--- config.mk ---
export PLATFORM = sky130hd
export DESIGN_NAME = serial_in_buffer_flat
export DESIGN_NICKNAME = d
export VERILOG_FILES = /design/src/rtl/serial_buffer_pkg.sv /design/src/rtl/serial_in_buffer_if.sv /design/src/rtl/serial_in_sync.sv /design/src/rtl/serial_in_buffer.sv /design/src/flat_wrapper.sv
export SDC_FILE = /design/constraint.sdc
export NUM_CORES = 1
export LEC_CHECK = 0
export CAP_MARGIN = 25
export CORE_UTILIZATION = 55
export CTS_CLUSTER_SIZE = 40
export DETAILED_ROUTE_END_ITERATION = 10
export DONT_BUFFER_PORTS = 1
export PLACE_DENSITY = 0.74
export SYNTH_ARGS = -nofsm -noshare
export SYNTH_HDL_FRONTEND = slang
export SYNTH_HIERARCHICAL = 1
export SYNTH_SLANG_ARGS = --single-unit
export TNS_END_PERCENT = 5
--- constraint.sdc ---
create_clock -name clk_in -period 2 [get_ports clk_in]
set_input_delay 0.3 -clock clk_in [delete_from_list [all_inputs] [get_ports clk_in]]
set_output_delay 0.3 -clock clk_in [all_outputs]
set_load 0.03 [all_outputs]
--- src/rtl/serial_buffer_pkg.sv ---
// ============================================================================
// Module   : serial_buffer_pkg
// Brief    : Shared types and constants for the serial in/out buffer link.
// Revision : 1.0 - initial release
// ============================================================================
`default_nettype none

package serial_buffer_pkg;

  typedef enum logic [2:0] {
    IDLE = 3'd0,
    ADDR = 3'd1,
    SEP1 = 3'd2,
    DATA = 3'd3,
    SEP2 = 3'd4,
    STOP = 3'd5
  } state_e;

  localparam int C_SIZE_A    = 7;
  localparam int C_SIZE_D    = 8;
  // start + A + separator + D + separator + stop
  localparam int C_FRAME_LEN = C_SIZE_A + C_SIZE_D + 4;

endpackage

`default_nettype wire

--- src/rtl/serial_in_buffer_if.sv ---
// ============================================================================
// Module   : serial_in_buffer_if
// Brief    : Serial line inputs and parallel frame outputs of the receiver.
// Revision : 1.0 - initial release
// ============================================================================
`default_nettype none

interface serial_in_buffer_if
  import serial_buffer_pkg::*;
#(
  parameter int SIZE_A = C_SIZE_A,
  parameter int SIZE_D = C_SIZE_D
);
  logic              SerC;
  logic              SerD;
  logic [SIZE_A-1:0] A_out;
  logic [SIZE_D-1:0] D_out;
  logic              Valid;
  logic              Busy;
  logic              Frame_err;

  modport slave  (input SerC, SerD, output A_out, D_out, Valid, Busy, Frame_err);
  modport master (output SerC, SerD, input A_out, D_out, Valid, Busy, Frame_err);
endinterface

`default_nettype wire

--- src/rtl/serial_in_sync.sv ---
// ============================================================================
// Module   : serial_in_sync
// Brief    : Two-flop synchronisers for SerC/SerD plus SerC falling-edge strobe.
// Revision : 1.0 - initial release
// ============================================================================
`default_nettype none

module serial_in_sync (
  input  wire logic clk_in,
  input  wire logic reset_n,
  input  wire logic i_ser_c,
  input  wire logic i_ser_d,
  output logic      o_ser_d,
  output logic      o_bs
);
  logic [1:0] r_c_sync;
  logic [1:0] r_d_sync;
  logic       r_c_hist;

  // Reset to the idle-high line level so no false strobe follows reset.
  always_ff @(posedge clk_in) begin
    if (!reset_n) begin
      r_c_sync <= 2'b11;
      r_d_sync <= 2'b11;
      r_c_hist <= 1'b1;
    end else begin
      r_c_sync <= {r_c_sync[0], i_ser_c};
      r_d_sync <= {r_d_sync[0], i_ser_d};
      r_c_hist <= r_c_sync[1];
    end
  end

  assign o_bs    = r_c_hist & ~r_c_sync[1];
  assign o_ser_d = r_d_sync[1];
endmodule

`default_nettype wire

--- src/rtl/serial_in_buffer.sv ---
// ============================================================================
// Module   : serial_in_buffer
// Brief    : Serial frame receiver; optional stop-bit check under the macro
//            SERIAL_IN_FRAME_CHECK_EN.
// Revision : 1.0 - initial release
// ============================================================================
`default_nettype none

module serial_in_buffer
  import serial_buffer_pkg::*;
#(
  parameter int SIZE_A  = C_SIZE_A,
  parameter int SIZE_D  = C_SIZE_D,
  parameter int TIMEOUT = 64
) (
  input wire logic           clk_in,
  input wire logic           reset_n,
  serial_in_buffer_if.slave  bus
);
  localparam int CNT_W = $clog2((SIZE_A > SIZE_D ? SIZE_A : SIZE_D) + 1);
  localparam int TO_W  = $clog2(TIMEOUT + 1);

  logic              w_bs;
  logic              w_bit;
  state_e            r_state,   w_state_nxt;
  logic [CNT_W-1:0]  r_bit_cnt, w_bit_cnt_nxt;
  logic [TO_W-1:0]   r_to_cnt,  w_to_cnt_nxt;
  logic [SIZE_A-1:0] r_sh_a,    w_sh_a_nxt;
  logic [SIZE_D-1:0] r_sh_d,    w_sh_d_nxt;
  logic [SIZE_A-1:0] r_a_out,   w_a_out_nxt;
  logic [SIZE_D-1:0] r_d_out,   w_d_out_nxt;
  logic              r_valid,   w_valid_nxt;
  logic              r_err,     w_err_nxt;

  serial_in_sync u_sync (
    .clk_in  (clk_in),
    .reset_n (reset_n),
    .i_ser_c (bus.SerC),
    .i_ser_d (bus.SerD),
    .o_ser_d (w_bit),
    .o_bs    (w_bs)
  );

  always_ff @(posedge clk_in) begin
    if (!reset_n) begin
      r_state   <= IDLE;
      r_bit_cnt <= '0;
      r_to_cnt  <= '0;
      r_sh_a    <= '0;
      r_sh_d    <= '0;
      r_a_out   <= '0;
      r_d_out   <= '0;
      r_valid   <= 1'b0;
      r_err     <= 1'b0;
    end else begin
      r_state   <= w_state_nxt;
      r_bit_cnt <= w_bit_cnt_nxt;
      r_to_cnt  <= w_to_cnt_nxt;
      r_sh_a    <= w_sh_a_nxt;
      r_sh_d    <= w_sh_d_nxt;
      r_a_out   <= w_a_out_nxt;
      r_d_out   <= w_d_out_nxt;
      r_valid   <= w_valid_nxt;
      r_err     <= w_err_nxt;
    end
  end

  always_comb begin
    w_state_nxt   = r_state;
    w_bit_cnt_nxt = r_bit_cnt;
    w_sh_a_nxt    = r_sh_a;
    w_sh_d_nxt    = r_sh_d;
    w_a_out_nxt   = r_a_out;
    w_d_out_nxt   = r_d_out;
    w_valid_nxt   = 1'b0;
    w_err_nxt     = 1'b0;
    w_to_cnt_nxt  = (r_state == IDLE || w_bs) ? '0 : r_to_cnt + 1'b1;

    // A strobe always takes priority over an expiring timeout.
    if (w_bs) begin
      case (r_state)
        IDLE: if (!w_bit) begin
          w_state_nxt   = ADDR;
          w_bit_cnt_nxt = CNT_W'(SIZE_A - 1);
        end
        ADDR: begin
          w_sh_a_nxt = {r_sh_a[SIZE_A-2:0], w_bit};
          if (r_bit_cnt == '0) w_state_nxt = SEP1;
          else                 w_bit_cnt_nxt = r_bit_cnt - 1'b1;
        end
        SEP1: begin
          w_state_nxt   = DATA;
          w_bit_cnt_nxt = CNT_W'(SIZE_D - 1);
        end
        DATA: begin
          w_sh_d_nxt = {r_sh_d[SIZE_D-2:0], w_bit};
          if (r_bit_cnt == '0) w_state_nxt = SEP2;
          else                 w_bit_cnt_nxt = r_bit_cnt - 1'b1;
        end
        SEP2: w_state_nxt = STOP;
        STOP: begin
          w_state_nxt = IDLE;
`ifdef SERIAL_IN_FRAME_CHECK_EN
          if (w_bit) begin
            w_err_nxt = 1'b1;
          end else begin
            w_a_out_nxt = r_sh_a;
            w_d_out_nxt = r_sh_d;
            w_valid_nxt = 1'b1;
          end
`else
          w_a_out_nxt = r_sh_a;
          w_d_out_nxt = r_sh_d;
          w_valid_nxt = 1'b1;
`endif
        end
        default: w_state_nxt = IDLE;
      endcase
    end else if (r_state != IDLE && r_to_cnt == TO_W'(TIMEOUT - 1)) begin
      w_state_nxt  = IDLE;
      w_err_nxt    = 1'b1;
      w_to_cnt_nxt = '0;
    end
  end

  assign bus.A_out     = r_a_out;
  assign bus.D_out     = r_d_out;
  assign bus.Valid     = r_valid;
  assign bus.Frame_err = r_err;
  assign bus.Busy      = (r_state != IDLE);
endmodule

`default_nettype wire

--- src/flat_wrapper.sv ---
// flat-port wrapper written by rule: the top's interface ports become plain ports
module serial_in_buffer_flat import serial_buffer_pkg::*;
#(
  parameter int SIZE_A  = C_SIZE_A,
  parameter int SIZE_D  = C_SIZE_D,
  parameter int TIMEOUT = 64
)
  (clk_in, reset_n, bus_SerC, bus_SerD, bus_A_out, bus_D_out, bus_Valid, bus_Busy, bus_Frame_err);
  serial_in_buffer_if #(.SIZE_A(SIZE_A), .SIZE_D(SIZE_D)) bus_i ();
  input wire logic clk_in;
  input wire logic reset_n;
  input wire logic [$bits(bus_i.SerC)-1:0] bus_SerC;
  input wire logic [$bits(bus_i.SerD)-1:0] bus_SerD;
  output wire logic [$bits(bus_i.A_out)-1:0] bus_A_out;
  output wire logic [$bits(bus_i.D_out)-1:0] bus_D_out;
  output wire logic [$bits(bus_i.Valid)-1:0] bus_Valid;
  output wire logic [$bits(bus_i.Busy)-1:0] bus_Busy;
  output wire logic [$bits(bus_i.Frame_err)-1:0] bus_Frame_err;
  assign bus_i.SerC = bus_SerC;
  assign bus_i.SerD = bus_SerD;
  assign bus_A_out = bus_i.A_out;
  assign bus_D_out = bus_i.D_out;
  assign bus_Valid = bus_i.Valid;
  assign bus_Busy = bus_i.Busy;
  assign bus_Frame_err = bus_i.Frame_err;
  serial_in_buffer #(.SIZE_A(SIZE_A), .SIZE_D(SIZE_D), .TIMEOUT(TIMEOUT)) u_core (.clk_in(clk_in), .reset_n(reset_n), .bus(bus_i));
endmodule
# == After elaboration in Yosys (flattened, before gate mapping) ==
# Index checks and enable logic that the tools add are counted.
# word_totals
ff_bits,51
word_cells,57
# classes
add_sub_neg,2
n_reduce_logical,15
n_eq_ne,11
bitwise_logic,3
muxes,14
# ops
op,count
two-way mux 7 bit,3
two-way mux 3 bit,5
one-hot mux 3 bit (5 select lines),1
one-hot mux 4 bit (3 select lines),1
"!= test 3 bit, second input constant",3
two-way mux 4 bit,2
AND reduction 2 bit,4
AND reduction 4 bit,2
"adder 7 x 1 -> 7 bit, second input constant",1
"equality test 7 x 6 -> 1 bit, second input constant",1
"equality test 3 x 2 -> 1 bit, second input constant",2
"equality test 3 bit, second input constant",2
nonzero test 3 bit,2
zero test 4 bit,1
"!= test 2 bit, second input constant",2
OR reduction 2 bit,2
"subtractor 4 x 1 -> 4 bit, second input constant",1
"equality test 3 x 1 -> 1 bit, second input constant",1
zero test 3 bit,1
two-way mux 1 bit,2
inverter 1 bit,2
nonzero test 2 bit,1
bitwise AND 1 bit,1
logical AND 1 bit,1
logical OR 1 bit,1

# == Depth between registers and ports, before layout ==
# depth
depth_word,6
mapped_depth,6
ltp_nobuf,6

# == Modules after synthesis ==
# The synthesis kept the hierarchy.
# by_module_without_submodules
module,area_per_inst_um2,cells_per_inst,n_inst
serial_in_buffer,1936.9,213,1
serial_in_sync,137.6,11,1

# == Worst setup path before layout ==
# Ideal clock, no wire load.
# synth_timing
path_type,register to register
start,reg u_core.r_bit_cnt[0]
end,reg u_core.r_state[1]
slack_ps,456
setup_time_ps,119
period_less_slack_ps,1544
t_arrival_ps,1425
stages_incl_launch_ff,7
n_path_buf,0
path_cell_list,dfxtp_1 inv_1 ha_1 or3b_4 a22oi_2 o2bb2a_4 o221a_1
# synth_between
elab_chain_cells,3
word_cells_on_any_way,4
cone_classes,eq/ne: 2; reduce/logical: 2
# synth_rtl
element,line_no,rtl
"start, declared",serial_in_buffer.sv:26,"logic [CNT_W-1:0] r_bit_cnt, w_bit_cnt_nxt;"
"start signal, assigned",serial_in_buffer.sv:57,r_bit_cnt <= w_bit_cnt_nxt;
zero test 4 bit (*),"serial_in_buffer.sv:88, serial_in_buffer.sv:97",
!= test 3 bit (no source line),n/a,
AND reduction 4 bit (no source line) (*),n/a,
"end signal, assigned",serial_in_buffer.sv:56,r_state <= w_state_nxt;
"end, declared",serial_in_buffer.sv:25,"state_e r_state, w_state_nxt;"
# Mark *: on every way between the ends. The rest lies on a longest branch, timed or not.
# A chain may end at the register's enable or synchronous reset.

# == Final worst setup path ==
# Same ends and word-level chain as after synthesis.

==> impl_metrics.json <==
{
  "detail_route.first_pass.iterations": 4,
  "die_x_um": 63.4,
  "grt_max_degree": 48,
  "post_cts_resized": 0,
  "final_cells": 271,
  "gr-usage-all-layers_pct": 19.8,
  "yosysWarnings": 6,
  "grt_pass1_vias": 1435,
  "cts_buffers": 5,
  "min_period_ps": 1640,
  "async_flop_share_pct": 0,
  "path_cells": "inv_1, ha_1, or3b_4, a22oi_2, o2bb2a_4, o221a_1",
  "cap_viol_max_count": 0,
  "finalSetupTns_ps": 0,
  "ys_ff_latch": 51,
  "path_clk_slew_ps": 80,
  "synth-edff-count": 0,
  "dieArea_um2": 4020,
  "antenna_found_initial": 0,
  "total_power_mw": 1.61,
  "ys_seq_area_share_pct": 49.2,
  "path_buf_inv": 1,
  "ys.flop_type": "dfxtp_1",
  "syn_nets": 231,
  "postCtsHoldBufs": 0,
  "postSynthCellCount": 224,
  "syn_to_final_growth_pct": 5.55,
  "post_cts_buffers": 0,
  "setup_viol": 0,
  "place_ws_ps": 364,
  "avgSynthCellArea_um2": 9.26,
  "wire_per_inst_um": 12.7,
  "drt-total-wl_mm": 3.45,
  "finalMaxSlewViolations": 0,
  "rsz0062_at_grt": "false",
  "dp.cells": 263,
  "rows": 21,
  "maxSlewHeadroom_pct": 65.7,
  "first_iter_violations": 94,
  "max_freq_ghz": 0.610,
  "fin_worst_skew_ps": 6.84,
  "tightest_slew_ps": 512,
  "hp-class": "in -> reg",
  "gp_congestion": 0.794,
  "cts_root_buf": "clkbuf_8",
  "die-height_um": 63.4,
  "clkSinkCount": 51,
  "p_leak_nw": 0.817,
  "path_max_fanout": 5,
  "syn_area_um2": 2070,
  "finish.utilization_pct": 63.1,
  "grt_pass1_wl_mm": 6.15,
  "start_util_pct": 59.8,
  "crit_path_end_kind": "flop",
  "status": "completed",
  "crit_slowest_cell": "or3b_4",
  "cts_tree": "built",
  "whs_ps": 71.8,
  "io_buffers": 0,
  "final_cell_area_um2": 2190,
  "drcViolationCount": 0,
  "place_hpwl_mm": 2.31,
  "vias": 1475,
  "nets": 231,
  "clk_latency_ps": 310,
  "final_common_cell": "nand2_1",
  "yosysTopAreaCell": "dfxtp_1",
  "overflow": 0,
  "final_cell_mix": "nand2_1 (54), dfxtp_1 (51), a21boi_1 (23), nor2_1 (11), nor2b_1 (11)",
  "htreeDepth": 2,
  "viasPerCell": 5.44,
  "ant_nets": 0,
  "synth_cell_types": 38,
  "ys_top_cells_by_area": "dfxtp_1 (49%), nand2_1 (9.8%), a21boi_1 (8.3%), mux2i_1 (4.3%), nor2b_1 (3.3%)",
  "cts.path.max_buffers": 2,
  "crit_type": "reg -> reg",
  "required_ps": 2200,
  "cp-start-kind": "flop",
  "core_area_um2": 3470,
  "cpPeakStageDelay_ps": 410,
  "fin_ws_ps": 362,
  "yosysTopAreaCellShare_pct": 49.2,
  "max-vdd-ir-drop_uv": 423,
  "placed_cell_area_um2": 2100,
  "drive_above_1_share_pct": 7.11,
  "worstPathArrival_ps": 1840,
  "finalHoldViolCount": 0,
  "fin_crit_sh_pct": 81.9,
  "power_density_nw_per_um2": 735,
  "io_pins": 22,
  "n_antenna_cell": 0,
  "critPathTopFamily": "compound AO/OA/AOI/OAI gates"
}
-- cell families (layout without fill, tap and decap cells) --
kind of cell / Yosys count / after routing / share of synthesized area, %
AOI/OAI and AO/OA: 37 / 37 / 15.1
xor gates and xnor gates: 4 / 4 / 1.69
adders and majority gates: 3 / 3 / 1.81
buffers and inverters: 13 / 14 / 2.95
DFF: 51 / 51 / 49.2
muxes: 9 / 9 / 4.34
and+or+nand+nor: 107 / 107 / 24.9
-- where the power goes --
group	leakage (nW)	switching [mW]	internal, mW
sequential	0.412	0.00318	1.02
clock	0.0412	0.316	0.244
combinational	0.364	0.00900	0.0181
-- cells in the mapped netlist (all sizes together), types with 2 or more instances --
library cell	number
inv	3
dfxtp	51
and2	2
nor2b	11
buf	6
and3	2
nand2b	8
a21oi	3
clkbuf	4
ha	3
xnor2	2
nand3	7
nor3	2
nand2	55
nor3b	2
a21boi	23
nor2	11
nand3b	2
xor2	2
mux2i	9
o211a	2
-- final timing paths --
check,from,slack [ps],endpoint,depth (start not counted)
setup reg to reg,u_core/r_bit_cnt[0],360,u_core/r_state[1],6
hold reg to reg,u_core/u_sync/r_c_sync[0],410,u_core/u_sync/r_c_sync[1],1
setup / recovery,u_core/r_bit_cnt[0],360,u_core/r_state[1],6
hold / removal,reset_n,70,u_core/u_sync/r_c_hist,1
-- per-layer routing --
layer,vias to the layer above,share of wire (%),track usage (%)
li1,750,-,-
met1,692,45,22.7
met2,25,49,33.4
met3,8,3.9,4.71
met4,0,2.6,11.1
met5,-,0,0
-- cell type report --
class | count | area, um^2
well taps | 46 | 57.6
inverters | 3 | 11.3
flip-flops and latches | 51 | 1020
multi-input cells | 160 | 992
clock inverters | 2 | 12.5
fillers | 293 | 1280
clock buffers | 6 | 72.6
repair buffers | 3 | 22.5
-- sequential cells by signal, indices dropped and copies added, names as in the netlist --
signal,count
u_core/u_sync/r_c_hist,1
u_core/bus.D_out,8
u_core/bus.Frame_err,1
u_core/r_sh_d,8
u_core/r_state,3
u_core/r_sh_a,7
u_core/r_bit_cnt,4
u_core/u_sync/r_c_sync,2
u_core/bus.Valid,1
u_core/u_sync/r_d_sync,2
u_core/bus.A_out,7
u_core/r_to_cnt,7
-- worst reg2reg max path: cells and delay by family (launching register included) --
kind	cells	cell delay, ps
simple gates	1	410
buf+inv	1	90
flops	1	350
compound gates	3	520
fa+ha+maj	1	160
Note: power is estimated with default switching activity, not from simulation.
